<file path="src/rtl/fetch_stage.sv">
// Purpose : MIPS instruction-fetch stage. It holds the word-addressed fetch PC, issues requests over
//           req/gnt/rvalid, and buffers returned words in a 2-entry FIFO that feeds decode.
// Latency : a grant in cycle n with rvalid in n+1 makes the entry visible in n+2.
//           Peak throughput is one instruction per 2 cycles.
// Backpr. : decode stalls via i_ready. Requests stop once FIFO entries plus the outstanding request reach 2.
//
// Ports:
//   i_clk, i_rst                        clock and asynchronous active-high reset
//   i_redirect, i_target                taken branch/jump and its word-address target
//   o_imem_req, o_imem_addr             fetch request and its word address
//   i_imem_gnt                          memory accepted the request this cycle
//   i_imem_rvalid, i_imem_rdata         returned instruction word
//   o_valid, i_ready                    decode handshake
//   o_instr, o_pc, o_pc_next            head entry and its sequential successor (branch base)

module fetch_stage #(
    parameter logic [29:0] RESET_PC = 30'h0000_0000
) (
    input  logic        i_clk,
    input  logic        i_rst,
    input  logic        i_redirect,
    input  logic [29:0] i_target,
    output logic        o_imem_req,
    output logic [29:0] o_imem_addr,
    input  logic        i_imem_gnt,
    input  logic        i_imem_rvalid,
    input  logic [31:0] i_imem_rdata,
    output logic        o_valid,
    input  logic        i_ready,
    output logic [31:0] o_instr,
    output logic [29:0] o_pc,
    output logic [29:0] o_pc_next
);

    typedef enum logic {
        ST_ISSUE = 1'b0,
        ST_WAIT  = 1'b1
    } state_t;

    state_t      r_state;
    state_t      w_state_nxt;

    logic [29:0] r_fpc;
    logic [29:0] r_inflight;
    logic        r_discard;

    logic [29:0] r_fifo_pc    [2];
    logic [31:0] r_fifo_instr [2];
    logic        r_rd_ptr;
    logic        r_wr_ptr;
    logic [1:0]  r_count;

    logic        w_in_wait;
    logic [1:0]  w_occupancy;
    logic        w_credit;
    logic        w_grant;
    logic        w_resp;
    logic        w_push;
    logic        w_pop;
    logic        w_head_vld;

    // ------------------------------------------------------------------
    // Credit and handshake qualification
    // ------------------------------------------------------------------
    assign w_in_wait   = (r_state == ST_WAIT);
    // An outstanding request already owns a FIFO slot. The sum therefore
    // never exceeds 3, so it fits in 2 bits.
    assign w_occupancy = r_count + {1'b0, w_in_wait};
    assign w_credit    = (w_occupancy < 2'd2);

    // The request is masked during a redirect. A grant that still arrives in
    // that cycle was issued against the address shown last cycle, so it is
    // accepted and its response is later discarded.
    assign w_grant     = !w_in_wait && w_credit && i_imem_gnt;
    assign w_resp      = w_in_wait && i_imem_rvalid;
    assign w_push      = w_resp && !r_discard && !i_redirect;
    // A redirect flushes the FIFO, so a pop in the same cycle has no effect.
    assign w_pop       = (r_count != 2'd0) && i_ready && !i_redirect;

    // ------------------------------------------------------------------
    // FSM: state register
    // ------------------------------------------------------------------
    always_ff @(posedge i_clk or posedge i_rst) begin
        if (i_rst) begin
            r_state <= ST_ISSUE;
        end else begin
            r_state <= w_state_nxt;
        end
    end

    // ------------------------------------------------------------------
    // FSM: next state
    // ------------------------------------------------------------------
    always_comb begin
        w_state_nxt = r_state;
        case (r_state)
            ST_ISSUE: begin
                if (w_grant) begin
                    w_state_nxt = ST_WAIT;
                end
            end
            ST_WAIT: begin
                if (i_imem_rvalid) begin
                    w_state_nxt = ST_ISSUE;
                end
            end
            default: w_state_nxt = ST_ISSUE;
        endcase
    end

    // ------------------------------------------------------------------
    // FSM: outputs
    // ------------------------------------------------------------------
    always_comb begin
        o_imem_req  = 1'b0;
        o_imem_addr = r_fpc;
        case (r_state)
            ST_ISSUE: o_imem_req = w_credit && !i_redirect && !i_rst;
            ST_WAIT:  o_imem_req = 1'b0;
            default:  o_imem_req = 1'b0;
        endcase
    end

    // ------------------------------------------------------------------
    // Fetch PC and in-flight request PC
    // ------------------------------------------------------------------
    always_ff @(posedge i_clk or posedge i_rst) begin
        if (i_rst) begin
            r_fpc      <= RESET_PC;
            r_inflight <= 30'd0;
        end else begin
            if (i_redirect) begin
                // The target is the next address to fetch, even when the
                // old address is granted in this same cycle.
                r_fpc <= i_target;
            end else if (w_grant) begin
                r_fpc <= r_fpc + 30'd1;
            end
            if (w_grant) begin
                r_inflight <= r_fpc;
            end
        end
    end

    // ------------------------------------------------------------------
    // Discard flag: marks the outstanding response as wrong-path
    // ------------------------------------------------------------------
    always_ff @(posedge i_clk or posedge i_rst) begin
        if (i_rst) begin
            r_discard <= 1'b0;
        end else if (i_redirect) begin
            if (w_resp) begin
                // The response arriving now is dropped directly, so nothing
                // remains to be discarded.
                r_discard <= 1'b0;
            end else if (w_in_wait || w_grant) begin
                r_discard <= 1'b1;
            end
        end else if (w_resp) begin
            r_discard <= 1'b0;
        end
    end

    // ------------------------------------------------------------------
    // 2-entry {pc, instr} FIFO
    // ------------------------------------------------------------------
    always_ff @(posedge i_clk or posedge i_rst) begin
        if (i_rst) begin
            for (int i = 0; i < 2; i++) begin
                r_fifo_pc[i]    <= 30'd0;
                r_fifo_instr[i] <= 32'd0;
            end
            r_rd_ptr <= 1'b0;
            r_wr_ptr <= 1'b0;
            r_count  <= 2'd0;
        end else if (i_redirect) begin
            r_rd_ptr <= 1'b0;
            r_wr_ptr <= 1'b0;
            r_count  <= 2'd0;
        end else begin
            // Credit keeps a push from ever landing on a full FIFO.
            if (w_push) begin
                r_fifo_pc[r_wr_ptr]    <= r_inflight;
                r_fifo_instr[r_wr_ptr] <= i_imem_rdata;
                r_wr_ptr               <= ~r_wr_ptr;
            end
            if (w_pop) begin
                r_rd_ptr <= ~r_rd_ptr;
            end
            case ({w_push, w_pop})
                2'b10:   r_count <= r_count + 2'd1;
                2'b01:   r_count <= r_count - 2'd1;
                default: r_count <= r_count;
            endcase
        end
    end

    // ------------------------------------------------------------------
    // Decode-side outputs. They are forced to zero when the FIFO is empty.
    // ------------------------------------------------------------------
    assign w_head_vld = (r_count != 2'd0);
    assign o_valid    = w_head_vld;
    assign o_instr    = w_head_vld ? r_fifo_instr[r_rd_ptr] : 32'd0;
    assign o_pc       = w_head_vld ? r_fifo_pc[r_rd_ptr] : 30'd0;
    assign o_pc_next  = w_head_vld ? (r_fifo_pc[r_rd_ptr] + 30'd1) : 30'd0;

endmodule

</file>
<file path="config.mk">
export PLATFORM = sky130hd
export DESIGN_NAME = fetch_stage
export DESIGN_NICKNAME = d
export VERILOG_FILES = /design/src/rtl/fetch_stage.sv
export SDC_FILE = /design/constraint.sdc
export NUM_CORES = 1
export LEC_CHECK = 0
export CAP_MARGIN = 10
export CORE_ASPECT_RATIO = 1.2
export CORE_MARGIN = 2
export CORE_UTILIZATION = 45
export DETAILED_ROUTE_END_ITERATION = 10
export PLACE_DENSITY = 0.76
export SLEW_MARGIN = 0
export SYNTH_ARGS = -nofsm -noshare
export SYNTH_HDL_FRONTEND = slang
export SYNTH_SLANG_ARGS = --single-unit
</file>
<file path="constraint.sdc">
create_clock -name i_clk -period 7.4 [get_ports i_clk]
set_input_delay 1.85 -clock i_clk [delete_from_list [all_inputs] [get_ports i_clk]]
set_output_delay 1.85 -clock i_clk [all_outputs]
set_load 0.02 [all_outputs]
</file>
After elaboration in Yosys (flattened, before gate mapping)

Index checks and enable logic that the tools add are counted.

$add $sub $neg: 5
Multiply operators: 0
Divide/modulo/power cells: 0
Order comparisons: 4
Eq/ne operators: 2
Shift-type cells: 0
Muxes and demuxes: 31
Bitwise gates (word level): 6
Reductions and logical operators: 24

Operator list:

| cell                  | count |
|---|---|
| $mux 30               | 8 |
| $mux 32               | 5 |
| $bwmux 64             | 1 |
| $add 30x1->30 const B | 2 |
| $bwmux 60             | 1 |
| $demux 32 s1          | 1 |
| $demux 30 s1          | 1 |
| $reduce_bool 2->1     | 6 |
| $logic_and 1x1->1     | 10 |
| $mux 1                | 10 |
| $ge 2x2->1 const B    | 2 |
| $logic_not 1->1       | 4 |
| $not 1->1             | 4 |
| $not 1->2             | 2 |
| $pmux 1 s2            | 2 |
| $pmux 2 s2            | 1 |
| $reduce_and 2->1      | 2 |
| $reduce_bool 3->1     | 1 |
| $add 2x1->2           | 1 |
| $add 2x1->2 const B   | 1 |
| $eq 2x1->1 const B    | 1 |
| $eq 2x2->1 const B    | 1 |
| $lt 2x1->1 const B    | 1 |
| $lt 2x2->1 const B    | 1 |
| 3 further kinds       | 3 |

Register bits after elaboration: 190
Bits in latches: 0
Bits in writable memories: 0
Memory bits (read-only): 0
Input port bits: 68
Output and inout bits: 124
Logic and storage cells: 83
Memories kept: 0

Logic depth before layout (Yosys ltp)

Gate-level depths: netlist of the first run.

Word-level depth: 8
Depth in mapped cells: 11

Worst setup path before layout of the first run

No wires, ideal clock.

Path kind: register to output
Start: register r_rd_ptr
End: output port o_pc_next[26]
Arrival time: 2.960 ns
Required time: 5.550 ns
Path slack: 2.590 ns
Cell stages (with the launch flop): 12
Buffers on the path: 5
Cell sequence: dfrtp_1 > buf_6 > buf_2 > buf_2 > buf_2 > mux2_2 > ha_1 > nor3b_2 > nand4_1 > clkbuf_1 > o31a_1 > nor3_1

Word-level cells in the longest chain between the ends: 6

RTL lines:

| what                                        | RTL line | RTL |
|---|---|---|
| start: declaration                          | 49       | `logic r_rd_ptr;` |
| start signal: assignment                    | 188      | `r_rd_ptr <= ~r_rd_ptr;` |
| $not 1->2 (implied by the code)             | 205      | `assign o_pc_next = w_head_vld ? (r_fifo_pc[r_rd_ptr] + 30'd1) : 30'd0;` |
| $mux 30 (implied by the code) (3 in series) | 205      |  |
| $add 30x1->30                               | 205      |  |
| $mux 30                                     | 205      |  |
| end: declaration                            | 32       | `output logic [29:0] o_pc_next` |

No other way between the ends. The select of a mux whose other input is x is not followed.

Final worst setup path of the first run

Start: register r_rd_ptr
End: output port o_pc_next[27]

Same word-level chain as after synthesis.

==> results of run 1 <==
sequential cells by signal, summed over array words and instances, names as in the netlist:
signal / flops
o_imem_addr: 30
r_count: 2
r_discard: 1
r_fifo_instr: 64
r_fifo_pc: 60
r_inflight: 30
r_rd_ptr: 1
r_state: 1
r_wr_ptr: 1
path summary, 6_finish.rpt:
check                                 from               end  slack [ns]  cells past startpoint
min in group asynchronous            i_rst         r_discard        2.00                      2
min                        r_fifo_instr[2]   r_fifo_instr[2]        0.50                      1
max                               r_rd_ptr     o_pc_next[27]        1.78                      6
max in group asynchronous            i_rst  r_fifo_instr[41]        4.02                      3
max reg2reg                        r_state   r_fifo_instr[8]        4.84                      5
min reg2reg                r_fifo_instr[2]   r_fifo_instr[2]        0.50                      1
layer usage:
layer,track usage [%],routed length (microns),vias up
li1,-,-,3358
met5,0,0,-
met1,27.0,9940,3508
met3,3.66,1160,26
met2,34.9,11000,173
met4,7.36,427,0
cell families after synthesis:
| family | count (synthesis) |
|---|---|
| adder cells (fa/ha/maj) | 2 |
| XOR/XNOR | 45 |
| flip-flops | 190 |
| multiplexers | 212 |
| AND/OR/NAND/NOR | 263 |
| buffers and inverters | 58 |
| AO/OA/AOI/OAI | 81 |
critical path: stages (launching register included):
cell	delay (ns)
dfrtp_4	0.93
nand3_1	0.22
a22oi_2	0.56
nand3_2	0.37
nor4b_2	0.38
mux2_1	0.34
clkdlybuf4s50_1	0.53
cell type report:
cell class / count / area, sq um / area share, %
Timing Repair Buffer: 202 / 1990 / 16.2
Tap cell: 270 / 338 / 2.74
Sequential cell: 190 / 4760 / 38.6
Multi-Input combinational cell: 603 / 4550 / 37.0
Inverter: 10 / 45.0 / 0.366
Clock inverter: 13 / 178 / 1.44
Clock buffer: 19 / 453 / 3.68
power by group:
group | leakage, nW | total, mW | internal (mW) | switching [mW]
sequential | 2.41 | 1.58 | 1.34 | 0.241
clock | 0.302 | 0.964 | 0.559 | 0.405
combinational | 2.34 | 0.907 | 0.492 | 0.415
total | 5.04 | 3.46 | 2.39 | 1.06
stage by stage:
step	worst slack (ns)	instances	utilization (%)	total power, mW
after floorplan	0.380	851	-	2.18
after global placement	2.29	1275	55.9	2.47
after detailed placement	2.23	1275	55.9	2.52
after CTS	1.76	1307	58.9	3.49
after global routing	1.53	1307	58.9	3.66
final	1.78	1307	58.9	3.46
layout by cell type (no fill, tap or decap), types with 2 or more instances in the layout:
cell type,Yosys,final
nor4_1,3,3
nand4_1,14,14
and2_1,8,8
nand2b_1,2,2
clkdlybuf4s50_1,0,190
dfrtp_1,190,189
o21ai_0,34,34
a22oi_2,2,2
inv_6,0,2
nor2_1,85,84
inv_1,10,9
bufinv_16,0,3
and2b_1,2,2
mux2_1,2,2
nand3b_1,6,6
clkbuf_16,0,17
inv_8,0,4
nor3_1,7,7
mux2_2,160,160
or3_1,3,3
xor2_1,30,30
xnor2_1,15,15
clkbuf_8,0,2
and3_1,7,7
a32o_1,6,6
nand2_1,68,67
ha_1,2,2
clkinvlp_4,0,3
nor2b_1,8,8
or4_1,2,2
a31oi_1,2,2
o21ai_1,9,9
a32oi_1,2,2
a21oi_1,10,10
mux2i_1,50,50
buf_4,0,11
o31ai_1,6,6
o22ai_1,2,2
nand3_1,36,36
nand4b_1,2,2
==> results.yml, run 1 <==
synthesis:
  synth_area_leader_cell: "dfrtp_1"
  syn_inst: 851
  synth-edff-count: 0
  yosys-top-cells-area: "dfrtp_1, mux2_2, mux2i_1"
  ys_ff_latch: 190
  yosysTopAreaCellShare_pct: 49.9
  ys_seq_area_share_pct: 49.9
  synth_ff_type: "dfrtp_1"
  yosys_warnings: 0
  synth_top_family_by_area: "multiplexers"
  synth_cell_types: 54
  yosysMostFrequentCell: "dfrtp_1"
  synth.mux.area_fraction_pct: 24.4
  synth-adder-area-share_pct: 0.263
  async_flop_share_pct: 100
  synth_xor_xnor_area_share_pct: 4.14
  synth_area_sq_um: 9530
  synthTopCellsByCount: "dfrtp_1, mux2_2, nor2_1"
  synth-compound-area-share_pct: 5.32
  synthesis.nets: 921
  synth-simple-area-share_pct: 13.5
  syn_area_per_cell_sq_um: 11.2
setup_path:
  cp.arrival_ns: 3.77
  required_ns: 5.55
  criticalPathCategory: "reg2out"
  start_kind: "flip-flop"
  crit_fanout: 68
  endpoint_kind: "output port"
floorplan:
  initial_utilization_pct: 45.6
  die_y_microns: 163
  boundaryPins: 192
  die_w_microns: 137
  core_area_sq_um: 20900
  dieArea_sq_um: 22400
  num_rows: 58
grt:
  grt_max_degree: 137
  grt_pass1_vias: 7223
  grt_pass1_wl_microns: 36400
  antenna_found_initial: 0
  grt_overflow: 0
  track_usage_pct: 20.8
cells_and_area:
  fillCellCount: 1807
  layout-drive-gt1-share_pct: 20.9
  antenna_cells: 0
  nets: 1094
  fin_area_sq_um: 12300
  areaGrowthSynthToFinish_pct: 29.2
clock_network:
  cts.sinks: 190
  cts_root_buffer: "clkbuf_16"
  clkLatencyLatePin_ns: 0.42
  clk_pin_slew_worst_paths_ns: 0.07
  post_cts_resized: 0
  cts_tree: "done"
  h-tree-depth: 4
  cts_buffers: 17
  hold_buffers: 0
  cts.path.max_buffers: 2
  postCtsSetupRepairBufs: 0
sta:
  final-setup-viol-count: 0
  period_share_pct: 76.0
  layout_min_cycle_time_ns: 5.62
  max_slew.worst_pin.slew_ns: 0.934
  final-max-slew-violation-count: 0
  hold_violations: 0
  fin_hold_ws_ns: 0.504
  tns_ns: 0
  max_slew_margin_pct: 37.8
  rsz0062_at_grt: "false"
  fin_skew_ns: 0.00852
  fmax_mhz: 178
pwr:
  max-vdd-ir-drop_mv: 0.175
  p_leak_nw: 5.04
  power_density_nw_per_um2: 281
drt:
  wl_per_cell_microns: 17.2
  drc: 0
  drt_pass1_iterations: 5
  drt-vias-per-instance: 5.41
  vias: 7065
  routed_wl_microns: 22500
  drt_iter0_drc: 303
  ant_nets: 0
placed_design:
  place_congestion: 0.835
  numPortBuffers: 191
  place_area_sq_um: 11700
  dp_hpwl_microns: 15700
run:
  cap_violations: 0
status:
  outcome: "complete, no violations"
worst_hold_path:
  worstHoldPathType: "reg2reg"
No activity file was read; power rests on OpenSTA's default activity.
==> run 2, diff against run 1 <==
--- a/config.mk
+++ b/config.mk
@@ -10,7 +10,7 @@
 export CORE_MARGIN = 2
 export CORE_UTILIZATION = 45
 export DETAILED_ROUTE_END_ITERATION = 10
-export PLACE_DENSITY = 0.76
+export PLACE_DENSITY = 0.73
 export SLEW_MARGIN = 0
 export SYNTH_ARGS = -nofsm -noshare
 export SYNTH_HDL_FRONTEND = slang
==> constraint.sdc (replaced) <==
create_clock -name i_clk -period 5.18 [get_ports i_clk]
set_input_delay 1.295 -clock i_clk [delete_from_list [all_inputs] [get_ports i_clk]]
set_output_delay 1.295 -clock i_clk [all_outputs]
set_load 0.02 [all_outputs]
==> results.yml, run 2 (synthesized netlist as in run 1, its figures left out) <==
cells_and_area:
  nets: 1097
  antenna_cells: 0
  fin_area_sq_um: 12300
  reg_top3: "r_fifo_instr (64), r_fifo_pc (60)"
  layout-drive-gt1-share_pct: 21.0
  largest_reg_flops: 64
  final_cell_mix: "clkdlybuf4s50_1, dfrtp_1, mux2_2, nor2_1, nand2_1"
  areaGrowthSynthToFinish_pct: 29.3
  post-route-util_pct: 58.9
  final_common_cell: "clkdlybuf4s50_1"
  largest-register: "r_fifo_instr"
grt:
  antenna_found_initial: 0
  grt_pass1_wl_microns: 35200
  grt_overflow: 0
  grt_pass1_vias: 6864
  track_usage_pct: 19.8
  grt_max_degree: 191
sta:
  period_share_pct: 93.4
  final-setup-viol-count: 0
  fin_skew_ns: 0.00791
  final-max-slew-violation-count: 0
  rsz0062_at_grt: "false"
  layout_min_cycle_time_ns: 4.84
  max_slew_margin_pct: 33.7
  fmax_mhz: 207
  tns_ns: 0
  max_slew.worst_pin.slew_ns: 0.995
  hold_violations: 0
  fin_hold_ws_ns: 0.506
floorplan:
  die_w_microns: 137
  boundaryPins: 192
  dieArea_sq_um: 22400
  core_area_sq_um: 20900
  die_y_microns: 163
  num_rows: 58
  initial_utilization_pct: 45.6
placed_design:
  numPortBuffers: 191
  dp_hpwl_microns: 15200
  place_congestion: 0.839
  place_area_sq_um: 11700
setup_path:
  rr_worst_depth: 5
  criticalPathCategory: "reg2out"
  r2r-end: "r_fifo_instr[14]"
  required_ns: 3.88
  r2r_slack_ns: 2.91
  cp.arrival_ns: 3.54
  crit_start: "r_rd_ptr"
  crit_fanout: 38
  start_kind: "flip-flop"
  endpoint_kind: "output port"
  worstReg2RegStart: "r_state"
pwr:
  max-vdd-ir-drop_mv: 0.251
  switching_share_pct: 30.4
  p_sw_mw: 1.47
  p_leak_nw: 5.06
  power_density_nw_per_um2: 393
  intPower_mw: 3.37
  total_power_mw: 4.84
  pwr-share-seq_pct: 46.5
  clockPowerShare_pct: 26.9
  comb_power_share_pct: 26.5
worst_hold_path:
  worstHoldPathType: "reg2reg"
  hold_end: "r_fifo_instr[39]"
  hp-start: "r_fifo_instr[39]"
  hold_path_depth: 1
clock_network:
  postCtsSetupRepairBufs: 0
  post_cts_resized: 0
  clk_pin_slew_worst_paths_ns: 0.06
  cts_root_buffer: "clkbuf_16"
  hold_buffers: 0
  cts_buffers: 17
  clkLatencyLatePin_ns: 0.42
  cts.sinks: 190
  cts_tree: "done"
  cts.path.max_buffers: 2
  h-tree-depth: 4
drt:
  routed_wl_microns: 21600
  drc: 0
  drt_pass1_iterations: 4
  drt_iter0_drc: 346
  vias: 6974
  ant_nets: 0
  drt-vias-per-instance: 5.32
  wl_per_cell_microns: 16.5
status:
  outcome: "complete, no violations"
run:
  cap_violations: 0
run 2: cell types whose count changed in the layout (fill, tap and decap cells not counted), sizes merged:
cell	previous run	this run
bufinv	3	2
inv	15	12
buf	12	15
clkbuf	19	21
clkinv	2	6
clkinvlp	3	1
run 2: per-layer routing:
layer / track usage (%) / wire (microns)
met3: 3.13 / 829
met5: 0 / 0
met1: 27.5 / 10200
met4: 6.61 / 405
met2: 31.7 / 10100
run 2: worst max path at each step:
stage	slack [ns]	cells after the start	end
2_1_floorplan	0.92	11	o_pc_next[26]
3_3_place_gp	0.80	6	o_pc_next[27]
3_5_place_dp	0.78	7	o_pc_next[27]
4_1_cts	0.32	6	o_pc_next[27]
5_1_grt	0.10	7	o_pc_next[28]
6_report	0.34	7	o_pc_next[28]
run 2: worst max-delay path, cell delays in order, from the launching register on:
cell and delay, ns:
dfrtp_4 0.71, buf_4 0.45, nand3_1 0.18, a22oi_2 0.36, nand3_1 0.17, nor4_1 0.34, mux2_2 0.37, clkdlybuf4s50_1 0.53
run 2: metrics by stage:
step | setup slack [ns] | cells
final | 0.342 | 1310
after CTS | 0.321 | 1310
after detailed placement | 0.781 | 1278
after floorplan | 0.925 | 851
after global placement | 0.796 | 1278
after global routing | 0.102 | 1310
run 2: layout make-up:
class                           count  area, sq um
Sequential cell                   190         4760
Fill cell                        1785         8580
Clock buffer                       21          460
Multi-Input combinational cell    603         4550
Tap cell                          270          338
Timing Repair Buffer              205         2040
Clock inverter                     11          133
Inverter                           10         41.3
run 2: power groups by stage:
stage                     Clock, mW  Sequential (mW)  Combinational (mW)
after floorplan                   0             2.19               0.922
after global placement            0             2.26                1.27
after detailed placement          0             2.28                1.30
after CTS                      1.34             2.25                1.30
after global routing           1.41             2.32                1.42
final                          1.30             2.25                1.28
